===== src/rtl/inverter_bank_tester.sv =====
// Self-test sequencer for a 6-unit hex inverter bank: drives a fixed vector set,
// checks the inverted response and reports sticky per-unit faults. Optional macro: INV_TEST_CAPTURE_EN.
module inverter_bank_tester #(
  parameter int N_UNITS       = 6,
  parameter int SETTLE_CYCLES = 2
) (
  input  logic               CLK,
  input  logic               RST,
  input  logic               START,
  output logic [N_UNITS-1:0] DRV,
  input  logic [N_UNITS-1:0] SNS,
  output logic               BUSY,
  output logic               DONE,
  output logic               PASS,
  output logic [N_UNITS-1:0] FAIL
`ifdef INV_TEST_CAPTURE_EN
  ,
  output logic [2:0]         FIRST_VEC,
  output logic               FAIL_SEEN
`endif
);

  localparam int CW = (SETTLE_CYCLES > 1) ? $clog2(SETTLE_CYCLES) : 1;
  localparam logic [CW-1:0] CNT_LAST = CW'(SETTLE_CYCLES - 1);

  typedef enum logic [1:0] {IDLE, SETTLE, SAMPLE, FINISH} state_t;

  state_t             state, state_n;
  logic [2:0]         v, v_n;
  logic [CW-1:0]      cnt, cnt_n;
  logic [N_UNITS-1:0] drv_n, fail_n, mismatch;
  logic               busy_n, done_n, pass_n;
`ifdef INV_TEST_CAPTURE_EN
  logic [2:0]         first_vec_n;
  logic               fail_seen_n;
`endif

  // Vector 0 is all-low, vector 1 all-high, vectors 2..7 walk a single one upward.
  function automatic logic [N_UNITS-1:0] vec(input logic [2:0] idx);
    case (idx)
      3'd0:    vec = '0;
      3'd1:    vec = '1;
      default: vec = {{(N_UNITS-1){1'b0}}, 1'b1} << (idx - 3'd2);
    endcase
  endfunction

  assign mismatch = SNS ^ ~DRV;

  always_comb begin
    // NOTE: every variable gets a default before the case so no path can leave one unassigned (no latch).
    state_n = state;
    v_n     = v;
    cnt_n   = cnt;
    drv_n   = DRV;
    fail_n  = FAIL;
    pass_n  = PASS;
    busy_n  = BUSY;
    done_n  = 1'b0;
`ifdef INV_TEST_CAPTURE_EN
    first_vec_n = FIRST_VEC;
    fail_seen_n = FAIL_SEEN;
`endif
    case (state)
      IDLE: begin
        drv_n = '0;
        if (START) begin
          v_n     = 3'd0;
          drv_n   = vec(3'd0);
          fail_n  = '0;
          pass_n  = 1'b0;
          cnt_n   = '0;
          busy_n  = 1'b1;
          state_n = SETTLE;
`ifdef INV_TEST_CAPTURE_EN
          first_vec_n = 3'd0;
          fail_seen_n = 1'b0;
`endif
        end
      end
      SETTLE: begin
        if (cnt == CNT_LAST) state_n = SAMPLE;
        else                 cnt_n   = cnt + 1'b1;
      end
      SAMPLE: begin
        fail_n = FAIL | mismatch;
`ifdef INV_TEST_CAPTURE_EN
        if (!FAIL_SEEN && (|mismatch)) begin
          first_vec_n = v;
          fail_seen_n = 1'b1;
        end
`endif
        if (v == 3'd7) begin
          // PASS must already reflect this last sample during the DONE cycle.
          pass_n  = ~|(FAIL | mismatch);
          done_n  = 1'b1;
          state_n = FINISH;
        end else begin
          v_n     = v + 3'd1;
          drv_n   = vec(v + 3'd1);
          cnt_n   = '0;
          state_n = SETTLE;
        end
      end
      FINISH: begin
        drv_n   = '0;
        busy_n  = 1'b0;
        state_n = IDLE;
      end
      default: state_n = IDLE;
    endcase
  end

  // NOTE: sequential state uses non-blocking assignments so every register samples pre-edge values.
  always_ff @(posedge CLK or posedge RST) begin
    if (RST) begin
      state <= IDLE;
      v     <= '0;
      cnt   <= '0;
      DRV   <= '0;
      FAIL  <= '0;
      PASS  <= 1'b0;
      BUSY  <= 1'b0;
      DONE  <= 1'b0;
`ifdef INV_TEST_CAPTURE_EN
      FIRST_VEC <= '0;
      FAIL_SEEN <= 1'b0;
`endif
    end else begin
      state <= state_n;
      v     <= v_n;
      cnt   <= cnt_n;
      DRV   <= drv_n;
      FAIL  <= fail_n;
      PASS  <= pass_n;
      BUSY  <= busy_n;
      DONE  <= done_n;
`ifdef INV_TEST_CAPTURE_EN
      FIRST_VEC <= first_vec_n;
      FAIL_SEEN <= fail_seen_n;
`endif
    end
  end

endmodule


===== config.mk =====
export PLATFORM = sky130hd
export DESIGN_NAME = inverter_bank_tester
export DESIGN_NICKNAME = d
export VERILOG_FILES = /design/src/rtl/inverter_bank_tester.sv
export SDC_FILE = /design/constraint.sdc
export NUM_CORES = 1
export LEC_CHECK = 0
export ABC_AREA = 0
export CAP_MARGIN = 20
export CORE_ASPECT_RATIO = 0.5
export CORE_MARGIN = 4
export CORE_UTILIZATION = 38
export CTS_CLUSTER_DIAMETER = 30
export DETAILED_ROUTE_END_ITERATION = 7
export PLACE_DENSITY_LB_ADDON = 0.2
export SLEW_MARGIN = 20
export SYNTH_ARGS = -nofsm -noshare
export SYNTH_HDL_FRONTEND = slang
export SYNTH_SLANG_ARGS = --single-unit

===== constraint.sdc =====
create_clock -name CLK -period 4.36 [get_ports CLK]
set_input_delay 0.654 -clock CLK [delete_from_list [all_inputs] [get_ports CLK]]
set_output_delay 0.654 -clock CLK [all_outputs]
set_load 0.01 [all_outputs]

==> results of run 1 <==
## through the flow
step / setup slack, ns / power [uW] / cell area [sq um] / cells / util
after floorplan: 2.66 / 712 / 1240 / 124 / -
after global routing: 2.12 / 1070 / 1520 / 187 / 0.496
after detailed placement: 2.31 / 857 / 1480 / 183 / 0.481
final: 2.29 / 985 / 1520 / 187 / 0.496
after CTS: 2.32 / 988 / 1520 / 187 / 0.496
after global placement: 2.35 / 848 / 1480 / 183 / 0.481
## state kept, by name, summed over array words and instances, names as in the netlist
signal,cells
BUSY,1
FAIL,6
PASS,1
v,3
DRV,6
DONE,1
cnt,1
state,2
## worst max-delay path by stage
stage,from,end,depth (start not counted)
3_3_place_gp,START,v[0]$_DFFE_PP0P_,5
6_report,state[0]$_DFFE_PP0P_,PASS$_DFFE_PP0P_,6
5_1_grt,state[0]$_DFFE_PP0P_,PASS$_DFFE_PP0P_,6
2_1_floorplan,v[0]$_DFFE_PP0P_,cnt$_DFFE_PP0P_,7
3_5_place_dp,START,v[0]$_DFFE_PP0P_,5
4_1_cts,state[0]$_DFFE_PP0P_,PASS$_DFFE_PP0P_,6
## report_power, final
part	internal (uW)	switching [uW]	leakage (uW)	total (uW)
logic	262	272	0.000392	534
registers	255	65.9	0.000274	321
clock network	63.7	66.4	0.0000255	130
## worst reg2reg max path, delay by kind of cell (launching register included)
kind,cells,cell delay [ns]
DFF,1,0.44
adders and majority gates,1,0.56
AOI/OAI and AO/OA,1,0.19
and+or+nand+nor,3,0.69
buffers and inverters,1,0.10
## cell families (layout without fill, tap and decap cells)
family	Yosys count	count (layout)	synth area share
AOI/OAI and AO/OA	38	38	0.198
and+or+nand+nor	33	33	0.134
muxes	3	3	0.0293
adders and majority gates	10	10	0.101
xor gates and xnor gates	8	8	0.0565
buffers and inverters	11	34	0.0575
DFF	21	21	0.424
## cells in the final DEF (no fill, tap or decap), types with 2 or more instances in the layout
master / instances
nor4_1: 2
nand3_1: 2
xnor2_1: 3
a21oi_1: 14
dfrtp_1: 21
inv_1: 7
a22o_1: 4
o21ba_2: 4
nor2_1: 8
nand2_1: 10
a31oi_1: 2
xor2_1: 5
clkdlybuf4s50_1: 23
clkbuf_8: 3
o21ai_0: 10
nor2b_1: 4
ha_1: 10
nand2b_1: 2
## cell type report
type	count	area [sq um]
Tap cell	40	50.0
Clock buffer	3	41.3
Multi-Input combinational cell	92	643
Inverter	7	26.3
Fill cell	280	1540
Timing Repair Buffer	23	230
Sequential cell	21	526
Clock inverter	1	5.00
## layer usage
layer,vias to the layer above,track usage
li1,481,-
met1,451,0.207
met2,34,0.201
met3,2,0.0356
met4,0,0.0377
met5,-,0
==> metrics.md, run 1 <==
| Metric | Value |
|---|---|
| Initial antenna violation count | 0 |
| Slew HR | 0.454 |
| Post-synth EDFFs | 0 |
| Maximum Capacitance Violations | 0 |
| Worst reg-to-reg path cell count | 6 |
| CP Max Fanout | 18 |
| Postcts setup bufs | 0 |
| Data required time of the worst path | about 4.5 ns |
| Max clock buf depth | 2 |
| Iter 0 DRT Violations | 62 |
| Worst hold path depth | 1 |
| CP top delay family | simple AND/OR/NAND/NOR gates |
| Hold Crit Start | cnt$_DFFE_PP0P_ |
| Final worst-path cycle share | 0.474 |
| Post-synth top cells | dfrtp_1 (21), a21oi_1 (14), ha_1 (10), nand2_1 (10), o21ai_0 (10) |
| Hold WC Path Type | reg2reg |
| Final number of hold-violating endpoints | 0 |
| Worst-margin pin slew | between 0.8 and 0.9 ns |
| Startpoint Class | flop |
| CTS Root Cell | clkbuf_8 |
| CP cell instances | inv_1, ha_1, nand2_1, nor4_1, nand4_1, o21ai_0 |
| Worst vdd ir | ~0.00027 V |
| Row count | 14 |
| Placer Congestion | 0.767 |
| Port Buffers | 23 |
| Top cell type's share of synthesized area | 0.424 |
| Leak | about 0.00069 uW |
| Nets | 167 |
| Skew final | roughly 0.008 ns |
| Die width | 88.8 microns |
| Dominant register cell in the synthesized netlist | dfrtp_1 |
| Die area | 4300 sq um |
| Met3 WL | roughly 160 microns |
| Slowest-stage cell, CP | ha_1 |
| First-pass GRT wire length | roughly 4600 microns |
| Endpoints failing setup | 0 |
| Fin crit period | 2.07 ns |
| CTS tree | yes |
| Initial Util | 0.404 |
| Ys async rst share | 1.00 |
| Post-CTS Hold Fix Bufs | 0 |
| YS warnings | 0 |
| Antenna diodes | 0 |
| DR vias | 968 |
| Outcome | complete, no violations |
| Cell accounting for the most synthesized area | dfrtp_1 |
| Max incr delay on CP | ~0.56 ns |
| GR Overflow Total | 0 |
| Max-slew violations | 0 |
| Num ports | 24 |
| Max frequency | ~480 MHz |
| DRT Pass-1 Iters | 4 |
| Worst r2r src | state[0]$_DFFE_PP0P_ |
| DPL Wire Length | 2120 microns |
| Cells after Synth | roughly 120 |
| Routed WL | 2720 microns |
| Met2 wire len | 1210 microns |
| Max Used Layer | met4 |
| Clk Latency, worst-skew pair | approximately 0.26 ns |
| H-tree Lvls | 1 |
| DRT met1 WL | 1330 microns |
| Cell with the most instances after synthesis | dfrtp_1 |
| CTS Sinks | 21 |
| Synthesis-to-finish area growth | 22.7% |
| CTS clk-pin slew, worst paths | 0.08 ns |
| End of the worst hold path | cnt$_DFFE_PP0P_ |
| Worst r2r dst | PASS$_DFFE_PP0P_ |
| #FFs+latches synth | 21 |
| CP Buf/Inv Count | 1 |
| Reg-to-reg slack, setup | 2.29 ns |
| Cell area after synthesis | roughly 1200 sq um |
| Core ar. | 3070 sq um |
| Post-detailed-route count of antenna-violating nets | 0 |
| Cell variety after synth | 29 |
| Critical path class | reg2reg |
| Resized cells post-CTS | 0 |
| Setup_tns | 0 ns |
| CP Capture Type | flop |
| RSZ-0062 raised after global routing | false |
| Register area share after synthesis | 0.424 |
| DR DRC count | 0 |
| Num CTS Buffers | 3 |
| Vias in the first global route | 931 |
| Largest net degree at the start of global routing | 22 |
| Hold_ws | 0.522 ns |
| Post-synth net total | approximately 140 |
| Worst EP arrival | between 2 and 2.5 ns |
| Post-synthesis average cell area | 10.0 sq um |
| P per Cell Area | 647 nW/um^2 |
| Tot GR Track Use | 0.140 |
| Synth area leaders | dfrtp_1 (42%), ha_1 (10%), a21oi_1 (5.7%) |
| DR WL/cell | 14.6 microns |
| Vias/cell | 5.18 |
| Share of cells above drive strength 1 | 0.0952 |
| Die height | 48.4 microns |
(Power assumes the default switching activity.)
==> run 2: changes to the inputs <==
==> constraint.sdc (replaced) <==
create_clock -name CLK -period 1.7 [get_ports CLK]
set_input_delay 0.255 -clock CLK [delete_from_list [all_inputs] [get_ports CLK]]
set_output_delay 0.255 -clock CLK [all_outputs]
set_load 0.01 [all_outputs]
==> run 2 against run 1 <==
  * Clock skew decreased by 0.0015 ns
  * Routed wire length is 6.9% higher
  * Final cell count grew 8.0%
  * Sequential share of layout area decreased by 2.5 points
  * Design area is 8.1% higher
  * Clock power rose by 150%
==> metrics.md, run 2 (synthesis results as in run 1) <==
| Metric | Value |
|---|---|
| Leak | 0.000763 uW (+10%) |
| CTS tree | yes |
| Leading cell type in the layout, fill and taps excluded | clkdlybuf4s50_1 |
| Dpl ws | -0.0500 ns (-2.36 ns) |
| RSZ-0062 raised after global routing | true |
| Outcome | complete, no violations |
| Final number of hold-violating endpoints | 0 (unchanged) |
| Clk Latency, worst-skew pair | 0.26 ns (about the same) |
| Largest regs | DRV (6), FAIL (6), v (3) |
| Synthesis-to-finish area growth | 32.7% |
| Vias/cell | 5.01 (-3.1%) |
| DRT met1 WL | 1550 microns (+17%) |
| Most frequent cells in the layout | clkdlybuf4s50_1 (23), dfrtp_1 (20), buf_4 (15) |
| CP Max Fanout | 7 (-11) |
| Core ar. | 3070 sq um (unchanged) |
| CTS clk-pin slew, worst paths | 0.08 ns (about the same) |
| Post-detailed-route count of antenna-violating nets | 0 (unchanged) |
| Worst vdd ir | 0.000810 V (+200%) |
| P per Cell Area | 1670 nW/um^2 (+160%) |
| DR vias | 1013 (+4.6%) |
| CTS Root Cell | clkbuf_8 |
| Die height | 48.4 microns (unchanged) |
| Maximum Capacitance Violations | 0 (unchanged) |
| Met2 wire len | 1270 microns (+4.9%) |
| Fin crit period | 1.60 ns (-0.463 ns) |
| CP Capture Type | flop |
| Util after Layout | 0.537 (+0.0404) |
| Final Non-Filler Cells | 202 (+8.0%) |
| Row count | 14 (unchanged) |
| Critical path class | reg2reg |
| Port Buffers | 23 (unchanged) |
| First-pass GRT wire length | 4890 microns (+6.3%) |
| Met3 WL | 92 microns (-42%) |
| Initial Util | 0.404 (unchanged) |
| Routed WL | 2910 microns (+6.9%) |
| Iter 0 DRT Violations | 90 (+45%) |
| Data required time of the worst path | 1.85 ns (-2.69 ns) |
| DR DRC count | 0 (unchanged) |
| CTS Sinks | 21 (unchanged) |
| Initial antenna violation count | 0 (unchanged) |
| Tot GR Track Use | 0.146 (+0.00658) |
| Worst-margin pin slew | 0.411 ns (-0.407 ns) |
| DPL Wire Length | 2340 microns (+10%) |
| Antenna diodes | 0 (unchanged) |
| Die area | 4300 sq um (unchanged) |
| Final worst slack | 0.0969 ns (-2.20 ns) |
| Placer Congestion | 0.798 (+4.1%) |
| Skew final | 0.00627 ns (-0.00151 ns) |
| Num CTS Buffers | 3 (unchanged) |
| Die width | 88.8 microns (unchanged) |
| Max frequency | 624 MHz (+29%) |
| Share of cells above drive strength 1 | 0.198 (+0.102) |
| DRT Pass-1 Iters | 4 (unchanged) |
| Num ports | 24 (unchanged) |
| H-tree Lvls | 1 (unchanged) |
| Largest net degree at the start of global routing | 22 (unchanged) |
| DR WL/cell | 14.4 microns (-1.0%) |
| Final worst-path cycle share | 0.943 (+0.469) |
| Max clock buf depth | 2 (unchanged) |
| GR Overflow Total | 0 (unchanged) |
| Nets | 182 (+9.0%) |
| Max Used Layer | met3 |
| Worst EP arrival | 1.75 ns (-0.49 ns) |
| Startpoint Class | flop |
| Hold_ws | 0.326 ns (-0.196 ns) |
| Vias in the first global route | 953 (+2.4%) |
| Placed cells | 197 (+7.7%) |
| Max-slew violations | 0 (unchanged) |
| Slew HR | 0.723 (+0.269) |
| Hold WC Path Type | in2async |
| Endpoints failing setup | 0 (unchanged) |
-- run 2: changes by cell type in the layout (fill, tap and decap cells not counted), sizes merged --
cell,delta
buf,+15
clkbuf,+1
clkinv,-1
-- run 2: worst max-delay path, cell delays in order, from the launching register on --
cell	delay, ns
dfrtp_2	0.44
inv_1	0.08
ha_1	0.20
nor2b_4	0.27
nor2_2	0.06
mux2_4	0.25
a22o_1	0.18
-- run 2: area by class of cell --
cell class	count	area [sq um]
Fill cell	274	1420
Clock buffer	4	45.0
Sequential cell	21	527
Tap cell	40	50.0
Multi-Input combinational cell	92	654
Inverter	7	26.3
Timing Repair Buffer	38	343
-- run 2: path summary, 6_finish.rpt --
path                                       from                   end  slack (ns)  depth (start not counted)
max in group asynchronous                   RST  state[1]$_DFFE_PP0P_        1.14                          3
max                        state[1]$_DFFE_PP0P_      v[0]$_DFFE_PP0P_         0.1                          6
max reg2reg                state[1]$_DFFE_PP0P_      v[0]$_DFFE_PP0P_         0.1                          6
min in group CLK               PASS$_DFFE_PP0P_      PASS$_DFFE_PP0P_        0.52                          2
min reg2reg                    PASS$_DFFE_PP0P_      PASS$_DFFE_PP0P_        0.52                          2
min                                         RST   FAIL[1]$_DFFE_PP0P_        0.33                          3
-- run 2: stage by stage --
| step | total power [uW] | setup TNS (ns) | area (sq um) |
|---|---|---|---|
| after detailed placement | 2390 | -0.146 | 1580 |
| after global routing | 2990 | -0.0162 | 1650 |
| after CTS | 2730 | 0 | 1630 |
| final | 2760 | 0 | 1650 |
| after global placement | 2370 | -0.0763 | 1580 |
| after floorplan | 1830 | 0 | 1240 |
-- run 2: repair_timing --
| action | 4_1_cts | 5_1_grt |
|---|---|---|
| resized for setup | 1 | 9 |
| setup endpoints to repair | 5 | 8 |
| hold buffers | 0 | 0 |
| pin swaps | 0 | 1 |
| buffers inserted | 0 | 1 |
-- run 2: per-layer routing --
| layer | track usage | vias up |
|---|---|---|
| li1 | - | 506 |
| met1 | 0.222 | 487 |
| met2 | 0.206 | 20 |
| met3 | 0.0356 | 0 |
| met4 | 0.0377 | 0 |
| met5 | 0 | - |
-- run 2: power breakdown --
group	switching, uW	leakage, uW	total [uW]	internal, uW
sequential	128	0.000273	786	658
combinational	807	0.000468	1650	840
clock	157	0.0000228	323	167
==> run 3: changes to the inputs <==
--- a/config.mk
+++ b/config.mk
@@ -17,3 +17,4 @@
 export SYNTH_ARGS = -nofsm -noshare
 export SYNTH_HDL_FRONTEND = slang
 export SYNTH_SLANG_ARGS = --single-unit
+export TNS_END_PERCENT = 30
==> run 3 against run 2 <==
  * Register-to-register slack about the same
  * Global-route usage unchanged
  * Sequential cell count unchanged
  * Largest power group unchanged
  * Die area unchanged
  * Clock skew about the same
  * Clock power about the same
  * Highest routed layer unchanged
  * Non-clock buffer count down 1
  * Final cell count down 0.50%
  * Utilization down 0.45 points
==> metrics.md, run 3 (synthesis results as in run 1) <==
| Metric | Value |
|---|---|
| Outcome | complete, no violations |
| Critical path class | reg2reg |
| Die height | 48.4 microns (unchanged) |
| Worst reg-to-reg path cell count | 6 (unchanged) |
| Final worst slack | 0.0924 ns (-0.00452 ns) |
| CTS clk-pin slew, worst paths | 0.08 ns (about the same) |
| Worst r2r dst | v[0]$_DFFE_PP0P_ |
| CP Max Fanout | 9 (+2) |
| Dpl ws | -0.0500 ns (unchanged) |
| CTS Root Cell | clkbuf_8 |
| Clock share of power | 0.118 (about the same) |
| CP cell instances | inv_1, ha_2, nor2b_4, nor2_2, mux2_4, a22o_1 |
| Tot Pwr | 2730 uW (-0.86%) |
| Clk Latency, worst-skew pair | 0.26 ns (about the same) |
| Reg-to-reg slack, setup | 0.09 ns (about the same) |
| Nets | 181 (-0.55%) |
| Largest net degree at the start of global routing | 22 (unchanged) |
| Synthesis-to-finish area growth | 31.6% |
| Num ports | 24 (unchanged) |
| DPL Wire Length | 2340 microns (unchanged) |
| Fraction of power consumed by sequential logic | 0.287 (+0.002) |
| Die width | 88.8 microns (unchanged) |
| Maximum Capacitance Violations | 0 (unchanged) |
| Endpoints failing setup | 0 (unchanged) |
| Iter 0 DRT Violations | 66 (-27%) |
| Switching pwr | 1080 uW (-0.98%) |
| Worst-margin pin slew | 0.448 ns (+0.0370 ns) |
| Core ar. | 3070 sq um (unchanged) |
| P per Cell Area | 1670 nW/um^2 (about the same) |
| Initial Util | 0.404 (unchanged) |
| Slowest-stage cell, CP | dfrtp_2 |
| Vias in the first global route | 953 (unchanged) |
| Fin crit period | 1.61 ns (+0.00452 ns) |
| DR vias | 1007 (-0.59%) |
| Share of cells above drive strength 1 | 0.186 (-0.0112) |
| Leak | 0.000754 uW (-1.2%) |
| Placer Congestion | 0.798 (unchanged) |
| DRT Pass-1 Iters | 4 (unchanged) |
| Max-slew violations | 0 (unchanged) |
| Dpl cell area | 1580 sq um (unchanged) |
| Max clock buf depth | 2 (unchanged) |
| CTS Sinks | 21 (unchanged) |
| Post-CTS Hold Fix Bufs | 0 (unchanged) |
| Tot GR Track Use | 0.146 (unchanged) |
| Setup_tns | 0 ns (unchanged) |
| Num CTS Buffers | 3 (unchanged) |
| Final worst-path cycle share | 0.946 (+0.00266) |
| Skew final | 0.00618 ns (-0.0000893 ns) |
| Antenna diodes | 0 (unchanged) |
| First-pass GRT wire length | 4890 microns (unchanged) |
| Die area | 4300 sq um (unchanged) |
| Post-detailed-route count of antenna-violating nets | 0 (unchanged) |
| Port Buffers | 23 (unchanged) |
| CP Capture Type | flop |
| RSZ-0062 raised after global routing | true |
| Max frequency | 622 MHz (-0.28%) |
| Logic pwr share | 0.594 (-0.003) |
| Max incr delay on CP | 0.44 ns (about the same) |
| Data required time of the worst path | 1.85 ns (about the same) |
| Sw Ratio | 0.396 (-0.000455) |
| DR WL/cell | 14.3 microns (-0.57%) |
| Hold WC Path Type | in2async |
| CTS tree | yes |
| Vias/cell | 5.01 (about the same) |
| Leading cell type in the layout, fill and taps excluded | clkdlybuf4s50_1 |
| Placed cells | 197 (unchanged) |
| Design area | 1630 sq um (-0.84%) |
| Slew HR | 0.699 (-0.0238) |
| Largest regs | DRV (6), FAIL (6), v (3) |
| Row count | 14 (unchanged) |
| Final Non-Filler Cells | 201 (-0.50%) |
| Most frequent cells in the layout | clkdlybuf4s50_1 (23), dfrtp_1 (20), a21oi_1 (14), buf_4 (14), nand2_1 (10) |
| H-tree Lvls | 1 (unchanged) |
| CP Buf/Inv Count | 1 (unchanged) |
| Worst vdd ir | 0.000833 V (+2.8%) |
| Postcts setup bufs | 0 (unchanged) |
| Internal | 1650 uW (-0.79%) |
| Startpoint Class | flop |
| Final number of hold-violating endpoints | 0 (unchanged) |
| Worst EP arrival | 1.75 ns (about the same) |
| CP top delay family | flip-flops |
| Worst r2r src | state[1]$_DFFE_PP0P_ |
| Routed WL | 2880 microns (-1.1%) |
| DR DRC count | 0 (unchanged) |
| Initial antenna violation count | 0 (unchanged) |
| GR Overflow Total | 0 (unchanged) |
==> run 3: changes by cell type in the layout (fill, tap and decap cells not counted), sizes merged <==
cell	change
buf	-1
==> run 3: worst reg2reg max path: stages (launching register included) <==
cell and delay (ns):
dfrtp_2 0.44, inv_1 0.09, ha_2 0.20, nor2b_4 0.28, nor2_2 0.06, mux2_4 0.25, a22o_1 0.18
==> run 3: power by group through the flow <==
stage	Sequential [uW]	Combinational, uW	Clock, uW
4_1_cts	785	1610	338
5_1_grt	813	1800	357
6_report	785	1620	324
3_3_place_gp	790	1580	0
2_1_floorplan	828	998	0
3_5_place_dp	794	1600	0
==> run 3: layer usage <==
metal	share of wire	routed length, microns	GRT usage
met1	0.53	1530	0.222
met5	0	0	0
met4	0	0	0.0377
met3	0.033	95	0.0356
met2	0.44	1250	0.206
==> run 3: worst max path at each step <==
stage | endpoint | from | cells past startpoint | slack (ns)
finish | v[0]$_DFFE_PP0P_ | state[1]$_DFFE_PP0P_ | 6 | 0.09
detailed placement | DRV[1]$_DFFE_PP0P_ | state[1]$_DFFE_PP0P_ | 6 | -0.05
CTS | v[0]$_DFFE_PP0P_ | state[1]$_DFFE_PP0P_ | 6 | 0.07
floorplan | cnt$_DFFE_PP0P_ | v[0]$_DFFE_PP0P_ | 7 | 0.002
global placement | DRV[1]$_DFFE_PP0P_ | state[1]$_DFFE_PP0P_ | 6 | -0.04
global route | cnt$_DFFE_PP0P_ | v[0]$_DFFE_PP0P_ | 6 | -0.03
==> run 3: through the flow <==
stage	hold WS, ns	utilization
after floorplan	0.232	-
after global placement	0.495	0.516
after detailed placement	0.503	0.516
after CTS	0.331	0.530
after global routing	0.347	0.532
final	0.326	0.532
==> run 3: what timing repair did <==
| action | CTS | global route |
|---|---|---|
| hold endpoints to repair | 0 | 0 |
| setup endpoints to repair | 5 | 8 |
| pin swaps | 0 | 1 |
| resized for setup | 1 | 7 |
==> run 3: cell type report <==
class | instances | area (sq um)
repair buffers | 37 | 335
fillers | 279 | 1430
well taps | 40 | 50.0
clock buffers | 4 | 45.0
multi-input cells | 92 | 648
flip-flops and latches | 21 | 527
inverters | 7 | 26.3
==> RTL edit (flow settings as in run 1) <==
Re-encode `state_t` (4 states) as Gray code, 2 bits wide.
--- a/src/rtl/inverter_bank_tester.sv
+++ b/src/rtl/inverter_bank_tester.sv
@@ -23,7 +23,7 @@
   localparam int CW = (SETTLE_CYCLES > 1) ? $clog2(SETTLE_CYCLES) : 1;
   localparam logic [CW-1:0] CNT_LAST = CW'(SETTLE_CYCLES - 1);
 
-  typedef enum logic [1:0] {IDLE, SETTLE, SAMPLE, FINISH} state_t;
+  typedef enum logic [1:0] {IDLE = 2'b00, SETTLE = 2'b01, SAMPLE = 2'b11, FINISH = 2'b10} state_t;
 
   state_t             state, state_n;
   logic [2:0]         v, v_n;
Behaviour: no difference found for any inputs over 10 cycles, from zero or initial values and one cycle with RST high; not proved beyond that.
==> RTL edit against run 1 <==
  * Sequential cell count did not move
  * Synthesized area fell by 8.6%
  * Wire length fell by 7.7%
  * Cell count fell by 4.8%
  * Worst setup slack improved by 0.17 ns
  * Synthesized cell count fell by 2.4%
  * Critical path depth fell by 5
  * Power rose by 6.9%
  * Cell area fell by 6.4%
  * Highest routed layer is now met3
==> RTL edit: results (changes against run 1) <==
| Metric | Value |
|---|---|
| Global routing usage on met2 | `23.0% (was 20.1%)` |
| Leakage power | `0.612 nW (was 0.691 nW)` |
| Synthesized Nets | `136 (was 143)` |
| R2r endpoint | `DRV[2] (was PASS)` |
| Fraction of area in multi-input gates | `38.8% (was 42.3%)` |
| Placer Congestion | `0.744 (was 0.767)` |
| Share of cells above drive strength 1 | `5.67% (was 9.52%)` |
| Wl on met1 | `1260 um (was 1330 um)` |
| Vias | `939 (was 968)` |
| GRT Overall Usage | `13.3% (was 14.0%)` |
| Status | `complete, no violations (unchanged)` |
| Detailed placer's ending HPWL | `1880 um (was 2120 um)` |
| Post-synth top cells | `25 x a21oi_1, 21 x dfrtp_1, 11 x nand2_1, 10 x nor2_1 (was 21 x dfrtp_1, 14 x a21oi_1, 10 x ha_1, 10 x nand2_1, 10 x o21ai_0)` |
| Slew HR | `45.9% (was 45.4%)` |
| Hold depth | `2 (was 1)` |
| Routed WL | `2520 um (was 2720 um)` |
| Peak VDD IR | `0.320 mV (was 0.272 mV)` |
| Number of global-route vias before repair | `853 (was 931)` |
| Final #Nets | `157 (was 167)` |
| Crit-path max FO | `3 (was 18)` |
| Synth top area cells | `dfrtp_1 46%, a21oi_1 11%, ha_1 6.6% (was dfrtp_1 42%, ha_1 10%, a21oi_1 5.7%)` |
| First-pass GRT wire length | `4090 um (was 4600 um)` |
| CP Data Arrival Time | `1.24 ns (was 2.24 ns)` |
| Setup WS pre-CTS | `2.46 ns (was 2.31 ns)` |
| WL met3 | `84 um (was 159 um)` |
| Fillcell total | `244 (was 280)` |
| HP Start | `BUSY (was cnt)` |
| Hold endpoint | `BUSY (was cnt)` |
| Post-synthesis cell type count | `32 (was 29)` |
| Mux contribution to synthesized area | `0% (was 2.93%)` |
| Dpl cells | `174 (was 183)` |
==> RTL edit: changes by cell type in the layout (fill, tap and decap cells not counted), sizes merged, moves of 3 or more <==
| cell | change |
|---|---|
| a21oi | +11 |
| o21ai | -7 |
| a22o | -5 |
| xor2 | -5 |
| ha | -4 |
| nor2b | -4 |
| o21ba | -4 |
| nand3b | +3 |
| xnor2 | +3 |
==> RTL edit: worst min-delay path, cell delays in order (launching register included) <==
cell and delay, ns:
dfrtp_1 0.35, a21oi_1 0.05, a21oi_1 0.12
==> RTL edit: worst max path at each step <==
stage                      start  endpoint  cells after the start
after detailed placement   START      PASS                      4
after CTS                 DRV[5]    DRV[5]                      1
after floorplan             v[0]    DRV[4]                      5
after global routing        v[0]    DRV[4]                      5
final                     DRV[5]    DRV[5]                      1
after global placement    SNS[2]      PASS                      4
==> RTL edit: report_power, final <==
group	total, mW	internal, mW	switching [mW]
combinational	0.533	0.263	0.270
sequential	0.392	0.277	0.115
clock	0.127	0.0636	0.0638
total	1.05	0.603	0.449
